<file path="src/rtl/id_ex_stage_if.sv">
// -----------------------------------------------------------------------------
// id_ex_stage_if : fetch / regfile / writeback / EX signals around the ID stage
// Revision 1.0
// -----------------------------------------------------------------------------
`default_nettype none

interface id_ex_stage_if #(
  parameter int WIDTH = 32
);
  logic              if_valid;
  logic [31:0]       if_instr;
  logic [WIDTH-1:0]  if_pc;
  logic              id_ready;
  logic [4:0]        rf_ra0;
  logic [4:0]        rf_ra1;
  logic [WIDTH-1:0]  rf_rd0;
  logic [WIDTH-1:0]  rf_rd1;
  logic              wb_we;
  logic [4:0]        wb_wa;
  logic [WIDTH-1:0]  wb_wd;
  logic              flush;
  logic              ex_ready;
  logic              ex_valid;
  logic [WIDTH-1:0]  ex_pc;
  logic [WIDTH-1:0]  ex_a;
  logic [WIDTH-1:0]  ex_b;
  logic [WIDTH-1:0]  ex_imm;
  logic [5:0]        ex_op;
  logic [5:0]        ex_funct;
  logic [4:0]        ex_wa;
  logic              ex_reg_we;
  logic              ex_is_load;

  // slave: the ID stage itself
  modport slave (
    input  if_valid, if_instr, if_pc, rf_rd0, rf_rd1, wb_we, wb_wa, wb_wd,
           flush, ex_ready,
    output id_ready, rf_ra0, rf_ra1, ex_valid, ex_pc, ex_a, ex_b, ex_imm,
           ex_op, ex_funct, ex_wa, ex_reg_we, ex_is_load
  );

  // master: the surrounding pipeline (fetch, regfile, writeback, EX)
  modport master (
    output if_valid, if_instr, if_pc, rf_rd0, rf_rd1, wb_we, wb_wa, wb_wd,
           flush, ex_ready,
    input  id_ready, rf_ra0, rf_ra1, ex_valid, ex_pc, ex_a, ex_b, ex_imm,
           ex_op, ex_funct, ex_wa, ex_reg_we, ex_is_load
  );
endinterface

`default_nettype wire

</file>
<file path="src/rtl/id_ex_stage.sv">
// -----------------------------------------------------------------------------
// id_ex_stage : MIPS decode/operand fetch with WB bypass, load-use stall, ID/EX reg
// Revision 1.0
// -----------------------------------------------------------------------------
`default_nettype none

module id_ex_stage #(
  parameter int WIDTH = 32
) (
  input  logic          clk,
  input  logic          rst_n,
  id_ex_stage_if.slave  bus
);

  localparam logic [5:0] OP_RTYPE = 6'h00;
  localparam logic [5:0] OP_J     = 6'h02;
  localparam logic [5:0] OP_BEQ   = 6'h04;
  localparam logic [5:0] OP_ADDI  = 6'h08;
  localparam logic [5:0] OP_ORI   = 6'h0D;
  localparam logic [5:0] OP_LW    = 6'h23;
  localparam logic [5:0] OP_SW    = 6'h2B;

  logic [5:0]       op;
  logic [4:0]       rs;
  logic [4:0]       rt;
  logic [4:0]       rd;
  logic [WIDTH-1:0] imm_sx;
  logic [WIDTH-1:0] imm_zx;
  logic [WIDTH-1:0] imm_j;

  assign op     = bus.if_instr[31:26];
  assign rs     = bus.if_instr[25:21];
  assign rt     = bus.if_instr[20:16];
  assign rd     = bus.if_instr[15:11];
  assign imm_sx = {{(WIDTH-16){bus.if_instr[15]}}, bus.if_instr[15:0]};
  assign imm_zx = {{(WIDTH-16){1'b0}}, bus.if_instr[15:0]};
  assign imm_j  = {{(WIDTH-26){1'b0}}, bus.if_instr[25:0]};

  assign bus.rf_ra0 = rs;
  assign bus.rf_ra1 = rt;

  logic [4:0]       dec_dest;
  logic             dec_we;
  logic             uses_rs;
  logic             uses_rt;
  logic             dec_load;
  logic [WIDTH-1:0] dec_imm;

  always_comb begin
    dec_dest = 5'd0;
    dec_we   = 1'b0;
    uses_rs  = 1'b0;
    uses_rt  = 1'b0;
    dec_load = 1'b0;
    dec_imm  = '0;
    unique case (op)
      OP_RTYPE: begin
        dec_dest = rd;
        dec_we   = 1'b1;
        uses_rs  = 1'b1;
        uses_rt  = 1'b1;
        dec_imm  = imm_sx;
      end
      OP_ADDI, OP_LW: begin
        dec_dest = rt;
        dec_we   = 1'b1;
        uses_rs  = 1'b1;
        dec_load = (op == OP_LW);
        dec_imm  = imm_sx;
      end
      OP_ORI: begin
        dec_dest = rt;
        dec_we   = 1'b1;
        uses_rs  = 1'b1;
        dec_imm  = imm_zx;
      end
      OP_SW, OP_BEQ: begin
        uses_rs  = 1'b1;
        uses_rt  = 1'b1;
        dec_imm  = imm_sx;
      end
      OP_J:    dec_imm = imm_j;
      default: dec_imm = '0;
    endcase
  end

  // A write to $0 never produces a destination, so reg_we is derived from wa.
  logic [4:0]       dec_wa;
  assign dec_wa = (dec_we && dec_dest != 5'd0) ? dec_dest : 5'd0;

  logic [WIDTH-1:0] opnd_a;
  logic [WIDTH-1:0] opnd_b;
  assign opnd_a = (bus.wb_we && bus.wb_wa != 5'd0 && bus.wb_wa == rs) ? bus.wb_wd : bus.rf_rd0;
  assign opnd_b = (bus.wb_we && bus.wb_wa != 5'd0 && bus.wb_wa == rt) ? bus.wb_wd : bus.rf_rd1;

  logic             valid_q, valid_d;
  logic [WIDTH-1:0] pc_q, pc_d;
  logic [WIDTH-1:0] a_q, a_d;
  logic [WIDTH-1:0] b_q, b_d;
  logic [WIDTH-1:0] imm_q, imm_d;
  logic [5:0]       op_q, op_d;
  logic [5:0]       funct_q, funct_d;
  logic [4:0]       wa_q, wa_d;
  logic             load_q, load_d;

  logic hazard;
  assign hazard = bus.if_valid && valid_q && load_q && (wa_q != 5'd0) &&
                  ((uses_rs && wa_q == rs) || (uses_rt && wa_q == rt));

  assign bus.id_ready = bus.ex_ready && !hazard;

  always_comb begin
    valid_d = valid_q;
    pc_d    = pc_q;
    a_d     = a_q;
    b_d     = b_q;
    imm_d   = imm_q;
    op_d    = op_q;
    funct_d = funct_q;
    wa_d    = wa_q;
    load_d  = load_q;
    if (bus.flush) begin
      valid_d = 1'b0;
    end else if (!bus.ex_ready) begin
      valid_d = valid_q;
    end else if (hazard) begin
      valid_d = 1'b0;
    end else if (bus.if_valid) begin
      valid_d = 1'b1;
      pc_d    = bus.if_pc;
      a_d     = opnd_a;
      b_d     = opnd_b;
      imm_d   = dec_imm;
      op_d    = op;
      funct_d = bus.if_instr[5:0];
      wa_d    = dec_wa;
      load_d  = dec_load;
    end else begin
      valid_d = 1'b0;
    end
  end

  always_ff @(posedge clk) begin
    if (!rst_n) begin
      valid_q <= 1'b0;
      pc_q    <= '0;
      a_q     <= '0;
      b_q     <= '0;
      imm_q   <= '0;
      op_q    <= 6'd0;
      funct_q <= 6'd0;
      wa_q    <= 5'd0;
      load_q  <= 1'b0;
    end else begin
      valid_q <= valid_d;
      pc_q    <= pc_d;
      a_q     <= a_d;
      b_q     <= b_d;
      imm_q   <= imm_d;
      op_q    <= op_d;
      funct_q <= funct_d;
      wa_q    <= wa_d;
      load_q  <= load_d;
    end
  end

  assign bus.ex_valid   = valid_q;
  assign bus.ex_pc      = pc_q;
  assign bus.ex_a       = a_q;
  assign bus.ex_b       = b_q;
  assign bus.ex_imm     = imm_q;
  assign bus.ex_op      = op_q;
  assign bus.ex_funct   = funct_q;
  assign bus.ex_wa      = wa_q;
  assign bus.ex_reg_we  = (wa_q != 5'd0);
  assign bus.ex_is_load = load_q;

endmodule

`default_nettype wire

</file>
<file path="src/flat_wrapper.sv">
// flat-port wrapper written by rule: the top's interface ports become plain ports
module id_ex_stage_flat 
#(
  parameter int WIDTH = 32
)
  (clk, rst_n, bus_if_valid, bus_if_instr, bus_if_pc, bus_rf_rd0, bus_rf_rd1, bus_wb_we, bus_wb_wa, bus_wb_wd, bus_flush, bus_ex_ready, bus_id_ready, bus_rf_ra0, bus_rf_ra1, bus_ex_valid, bus_ex_pc, bus_ex_a, bus_ex_b, bus_ex_imm, bus_ex_op, bus_ex_funct, bus_ex_wa, bus_ex_reg_we, bus_ex_is_load);
  id_ex_stage_if #(.WIDTH(WIDTH)) bus_i ();
  input  logic clk;
  input  logic rst_n;
  input wire logic [$bits(bus_i.if_valid)-1:0] bus_if_valid;
  input wire logic [$bits(bus_i.if_instr)-1:0] bus_if_instr;
  input wire logic [$bits(bus_i.if_pc)-1:0] bus_if_pc;
  input wire logic [$bits(bus_i.rf_rd0)-1:0] bus_rf_rd0;
  input wire logic [$bits(bus_i.rf_rd1)-1:0] bus_rf_rd1;
  input wire logic [$bits(bus_i.wb_we)-1:0] bus_wb_we;
  input wire logic [$bits(bus_i.wb_wa)-1:0] bus_wb_wa;
  input wire logic [$bits(bus_i.wb_wd)-1:0] bus_wb_wd;
  input wire logic [$bits(bus_i.flush)-1:0] bus_flush;
  input wire logic [$bits(bus_i.ex_ready)-1:0] bus_ex_ready;
  output wire logic [$bits(bus_i.id_ready)-1:0] bus_id_ready;
  output wire logic [$bits(bus_i.rf_ra0)-1:0] bus_rf_ra0;
  output wire logic [$bits(bus_i.rf_ra1)-1:0] bus_rf_ra1;
  output wire logic [$bits(bus_i.ex_valid)-1:0] bus_ex_valid;
  output wire logic [$bits(bus_i.ex_pc)-1:0] bus_ex_pc;
  output wire logic [$bits(bus_i.ex_a)-1:0] bus_ex_a;
  output wire logic [$bits(bus_i.ex_b)-1:0] bus_ex_b;
  output wire logic [$bits(bus_i.ex_imm)-1:0] bus_ex_imm;
  output wire logic [$bits(bus_i.ex_op)-1:0] bus_ex_op;
  output wire logic [$bits(bus_i.ex_funct)-1:0] bus_ex_funct;
  output wire logic [$bits(bus_i.ex_wa)-1:0] bus_ex_wa;
  output wire logic [$bits(bus_i.ex_reg_we)-1:0] bus_ex_reg_we;
  output wire logic [$bits(bus_i.ex_is_load)-1:0] bus_ex_is_load;
  assign bus_i.if_valid = bus_if_valid;
  assign bus_i.if_instr = bus_if_instr;
  assign bus_i.if_pc = bus_if_pc;
  assign bus_i.rf_rd0 = bus_rf_rd0;
  assign bus_i.rf_rd1 = bus_rf_rd1;
  assign bus_i.wb_we = bus_wb_we;
  assign bus_i.wb_wa = bus_wb_wa;
  assign bus_i.wb_wd = bus_wb_wd;
  assign bus_i.flush = bus_flush;
  assign bus_i.ex_ready = bus_ex_ready;
  assign bus_id_ready = bus_i.id_ready;
  assign bus_rf_ra0 = bus_i.rf_ra0;
  assign bus_rf_ra1 = bus_i.rf_ra1;
  assign bus_ex_valid = bus_i.ex_valid;
  assign bus_ex_pc = bus_i.ex_pc;
  assign bus_ex_a = bus_i.ex_a;
  assign bus_ex_b = bus_i.ex_b;
  assign bus_ex_imm = bus_i.ex_imm;
  assign bus_ex_op = bus_i.ex_op;
  assign bus_ex_funct = bus_i.ex_funct;
  assign bus_ex_wa = bus_i.ex_wa;
  assign bus_ex_reg_we = bus_i.ex_reg_we;
  assign bus_ex_is_load = bus_i.ex_is_load;
  id_ex_stage #(.WIDTH(WIDTH)) u_core (.clk(clk), .rst_n(rst_n), .bus(bus_i));
endmodule
</file>
<file path="config.mk">
export PLATFORM = sky130hd
export DESIGN_NAME = id_ex_stage_flat
export DESIGN_NICKNAME = d
export VERILOG_FILES = /design/src/rtl/id_ex_stage_if.sv /design/src/rtl/id_ex_stage.sv /design/src/flat_wrapper.sv
export SDC_FILE = /design/constraint.sdc
export NUM_CORES = 1
export LEC_CHECK = 0
export CAP_MARGIN = 20
export CORE_ASPECT_RATIO = 0.9
export CORE_UTILIZATION = 38
export DETAILED_ROUTE_END_ITERATION = 16
export PLACE_DENSITY = 0.74
export SLEW_MARGIN = 20
export SYNTH_ARGS = -nofsm -noshare
export SYNTH_HDL_FRONTEND = slang
export SYNTH_SLANG_ARGS = --single-unit
</file>
<file path="constraint.sdc">
create_clock -name clk -period 1.9 [get_ports clk]
set_input_delay 0.285 -clock clk [delete_from_list [all_inputs] [get_ports clk]]
set_output_delay 0.285 -clock clk [all_outputs]
set_load 0.01 [all_outputs]
</file>
==> results.sh <==
export IMPL_status="finished, violations left"
export IMPL_violations="setup timing"
export IMPL_slowest_delay_ns=0.37
export IMPL_critPathCaptureType="flop"
export IMPL_holdBufCountCts=0
export IMPL_final_cells=1404
export IMPL_p_int_mw=5.995
export IMPL_slew_viol_final=0
export IMPL_core_mm2=0.01852
export IMPL_critical_path_peak_fanout=8
export IMPL_ys_async_sr_fraction_pct=0
export IMPL_die_h_um=133.1
export IMPL_max_slew_margin_pct=67.44
export IMPL_place_hpwl_mm=16.51
export IMPL_p_comb_share_pct=17.2
export IMPL_cts_buffers=17
export IMPL_ys_types=43
export IMPL_power_density_mw_per_mm2=653.5
export IMPL_yosysMostFrequentCell="nand2_1"
export IMPL_drt_pass1_iterations=4
export IMPL_clkLatencyLatePin_ns=0.42
export IMPL_synth_common_cells="285 x nand2_1, 142 x dfxtp_1, 141 x mux2i_1, 52 x mux2_2, 23 x buf_4"
export IMPL_dr_total_vias=6749
export IMPL_clockPowerShare_pct=43.6
export IMPL_start_util_pct=39.16
export IMPL_path_cells="xnor2_2, nand3_1, nor3_2, buf_4, o21ai_4, buf_6, o211ai_4, buf_12, buf_16, buf_12, mux2i_4"
export IMPL_syn_nets=955
export IMPL_r2r_cells=11
export IMPL_hold_depth=3
export IMPL_crit_path_top_delay_cell="dfxtp_4"
export IMPL_cp_common_cell="buf_12"
export IMPL_antenna_found_initial=1
export IMPL_placed_cell_area_mm2=0.01093
export IMPL_finalCritPeriodShare_pct=112.1
export IMPL_r2r_slack_ns=-0.23
export IMPL_placed_cells=1347
export IMPL_synth_warnings=0
export IMPL_ios=330
export IMPL_synthesis_area_mm2=0.007253
export IMPL_root_buffer="clkbuf_16"
export IMPL_cts_buffer_depth=2
export IMPL_die_w_um=147.6
export IMPL_grt_pass1_wl_mm=35.94
export IMPL_place_gp_congestion=0.8193
export IMPL_arrival_ns=2.46
export IMPL_clk_pin_slew_ns=0.06
export IMPL_synthCells=784
export IMPL_finish_utilization_pct=65.50
export IMPL_hold_violations=0
export IMPL_synth_edff_count=0
export IMPL_rr_endpoint="u_core.bus.ex_pc[25]$_SDFFE_PN0P_"
export IMPL_grt_usage_pct=23.72
export IMPL_clock_sinks=142
export IMPL_wl_per_cell_um=17.20
export IMPL_drive_gt1_share_pct=17.96
export IMPL_vdd_ir_drop_max_v=0.0005274
export IMPL_fin_worst_skew_ns=0.008953
export IMPL_hold_path_endpoint="u_core.bus.ex_op[1]$_SDFFE_PN0P_"
export IMPL_wl_mm=24.15
export IMPL_min_path_type="in2reg"
export IMPL_r2r_start="u_core.bus.ex_wa[0]$_SDFFE_PN0P_"
export IMPL_switchingPower_mw=1.933
export IMPL_seqPwrFrac_pct=39.2
export IMPL_synth_top_area_share_pct=39.19
export IMPL_ys_top_cells_by_area="dfxtp_1 39%, mux2i_1 19%, nand2_1 15%"
export IMPL_portBuffers=329
export IMPL_htreeDepth=4
export IMPL_syn_area_per_cell_um2=9.252
export IMPL_fmax_mhz=469.6
export IMPL_seq_area_frac_synth_pct=39.19
export IMPL_rsz0062_at_grt="true"
export IMPL_maxCapViolations=0
export IMPL_overflow=0
export IMPL_worstSetupPathType="reg2reg"
export IMPL_die_area_mm2=0.01964
export IMPL_cp_start_kind="flop"
export IMPL_swShare_pct=24.38
export IMPL_setup_viol=142
export IMPL_synth_seq_cells=142
export IMPL_setup_slack_ns=-0.2295
export IMPL_min_from="bus_if_instr[27]"
export IMPL_grt_pass1_vias=6823
export IMPL_finalSetupTns_ns=-18.38
export IMPL_yosysTopAreaCell="dfxtp_1"
export IMPL_fin_area_mm2=0.01213
export IMPL_areaGrowthSynthToFinish_pct=67.28
export IMPL_p_leak_nw=5.473
export IMPL_synthFlopType="dfxtp_1"
export IMPL_rows=47
export IMPL_drtIter0Drc=244
export IMPL_layout_min_cycle_time_ns=2.130
export IMPL_tightestPinTransition_ns=0.4885
export IMPL_worstPathRequired_ns=2.23
export IMPL_ant_nets=0
export IMPL_nets=1316
export IMPL_cts_tree="done"
export IMPL_avgViaCountPerCell=4.807
export IMPL_grt_max_degree=97
export IMPL_post_route_drc_count=0
layout make-up:
| class | count | area (µm²) |
|---|---|---|
| well taps | 245 | 306.5 |
| diodes | 1 | 2.502 |
| clock buffers | 20 | 446.7 |
| fillers | 1514 | 6391 |
| clock inverters | 12 | 161.4 |
| flip-flops and latches | 142 | 2856 |
| multi-input cells | 569 | 3975 |
| repair buffers | 415 | 4384 |
power by group through the flow:
stage               registers [mW]  logic (mW)  clock network, mW
finish                        3.10        1.37               3.46
global placement              3.17        1.26                  0
floorplan                     3.21       0.510                  0
global route                  3.11        1.45               3.67
CTS                           3.11        1.35               3.54
detailed placement            3.17        1.27                  0
logic make-up after synthesis:
group,synth area share [%]
flops,39.19
simple gates,18.11
compound gates,2.812
fa+ha+maj,0.1380
xor+xnor,2.536
buf+inv,7.452
mux,29.76
stage by stage:
step           setup slack [ns]  total power [mW]  hold WS (ns)
2_1_floorplan           0.05758             3.721        0.4238
3_3_place_gp            -0.6314             4.429        0.4429
3_5_place_dp            -0.7120             4.442        0.4509
4_1_cts                 -0.1977             7.994        0.2931
5_1_grt                 -0.2978             8.235        0.3267
6_report                -0.2295             7.928        0.3179
repair_timing:
| action | 4_1_cts | 5_1_grt |
|---|---|---|
| endpoints found under the hold margin | 0 | 0 |
| resized for setup | 47 | 27 |
| pin swaps | 10 | 6 |
| setup buffers | 8 | 5 |
| gates cloned | 6 | 8 |
| setup endpoints to repair | 143 | 143 |
critical path: cells and delay by family, from the launching register on:
family / cells / cell delay (ns)
buf+inv: 5 / 0.79
xor+xnor: 1 / 0.14
compound gates: 2 / 0.23
simple gates: 2 / 0.28
mux: 1 / 0.24
flops: 1 / 0.37
worst max-delay path by stage:
stage / end / start
2_1_floorplan: u_core.bus.ex_a[0]$_SDFFE_PN0P_ / u_core.bus.ex_wa[0]$_SDFFE_PN0P_
3_3_place_gp: bus_id_ready / bus_if_instr[21]
3_5_place_dp: u_core.bus.ex_op[0]$_SDFFE_PN0P_ / bus_if_instr[21]
4_1_cts: u_core.bus.ex_is_load$_SDFFE_PN0P_ / u_core.bus.ex_wa[3]$_SDFFE_PN0P_
5_1_grt: u_core.bus.ex_pc[25]$_SDFFE_PN0P_ / u_core.bus.ex_wa[0]$_SDFFE_PN0P_
6_report: u_core.bus.ex_pc[25]$_SDFFE_PN0P_ / u_core.bus.ex_wa[0]$_SDFFE_PN0P_
sequential cells by signal, summed over array words and instances, names as in the netlist:
signal,flops
u_core.bus.ex_pc,32
u_core.bus.ex_imm,27
u_core.bus.ex_valid,1
u_core.bus.ex_wa,5
u_core.bus.ex_a,32
u_core.bus.ex_funct,6
u_core.bus.ex_op,6
u_core.bus.ex_b,32
u_core.bus.ex_is_load,1
cells in the final DEF (no fill, tap or decap), types with 10 or more instances in the layout:
cell,netlist,routed
a21o_1,10,10
buf_12,3,13
buf_4,23,43
buf_6,13,16
clkbuf_16,0,23
clkdlybuf4s50_1,0,312
dfxtp_1,142,137
mux2_2,52,52
mux2i_1,141,138
nand2_1,285,284
metal layers:
layer  GRT usage, %  vias up  share of wire (%)
met4          9.565        0                2.5
met1          27.83     3157                 42
met3          5.483       39                5.7
met2          41.51      244                 50
met5              0        -                  0
li1               -     3309                  -
No activity file was read; power rests on OpenSTA's default activity.
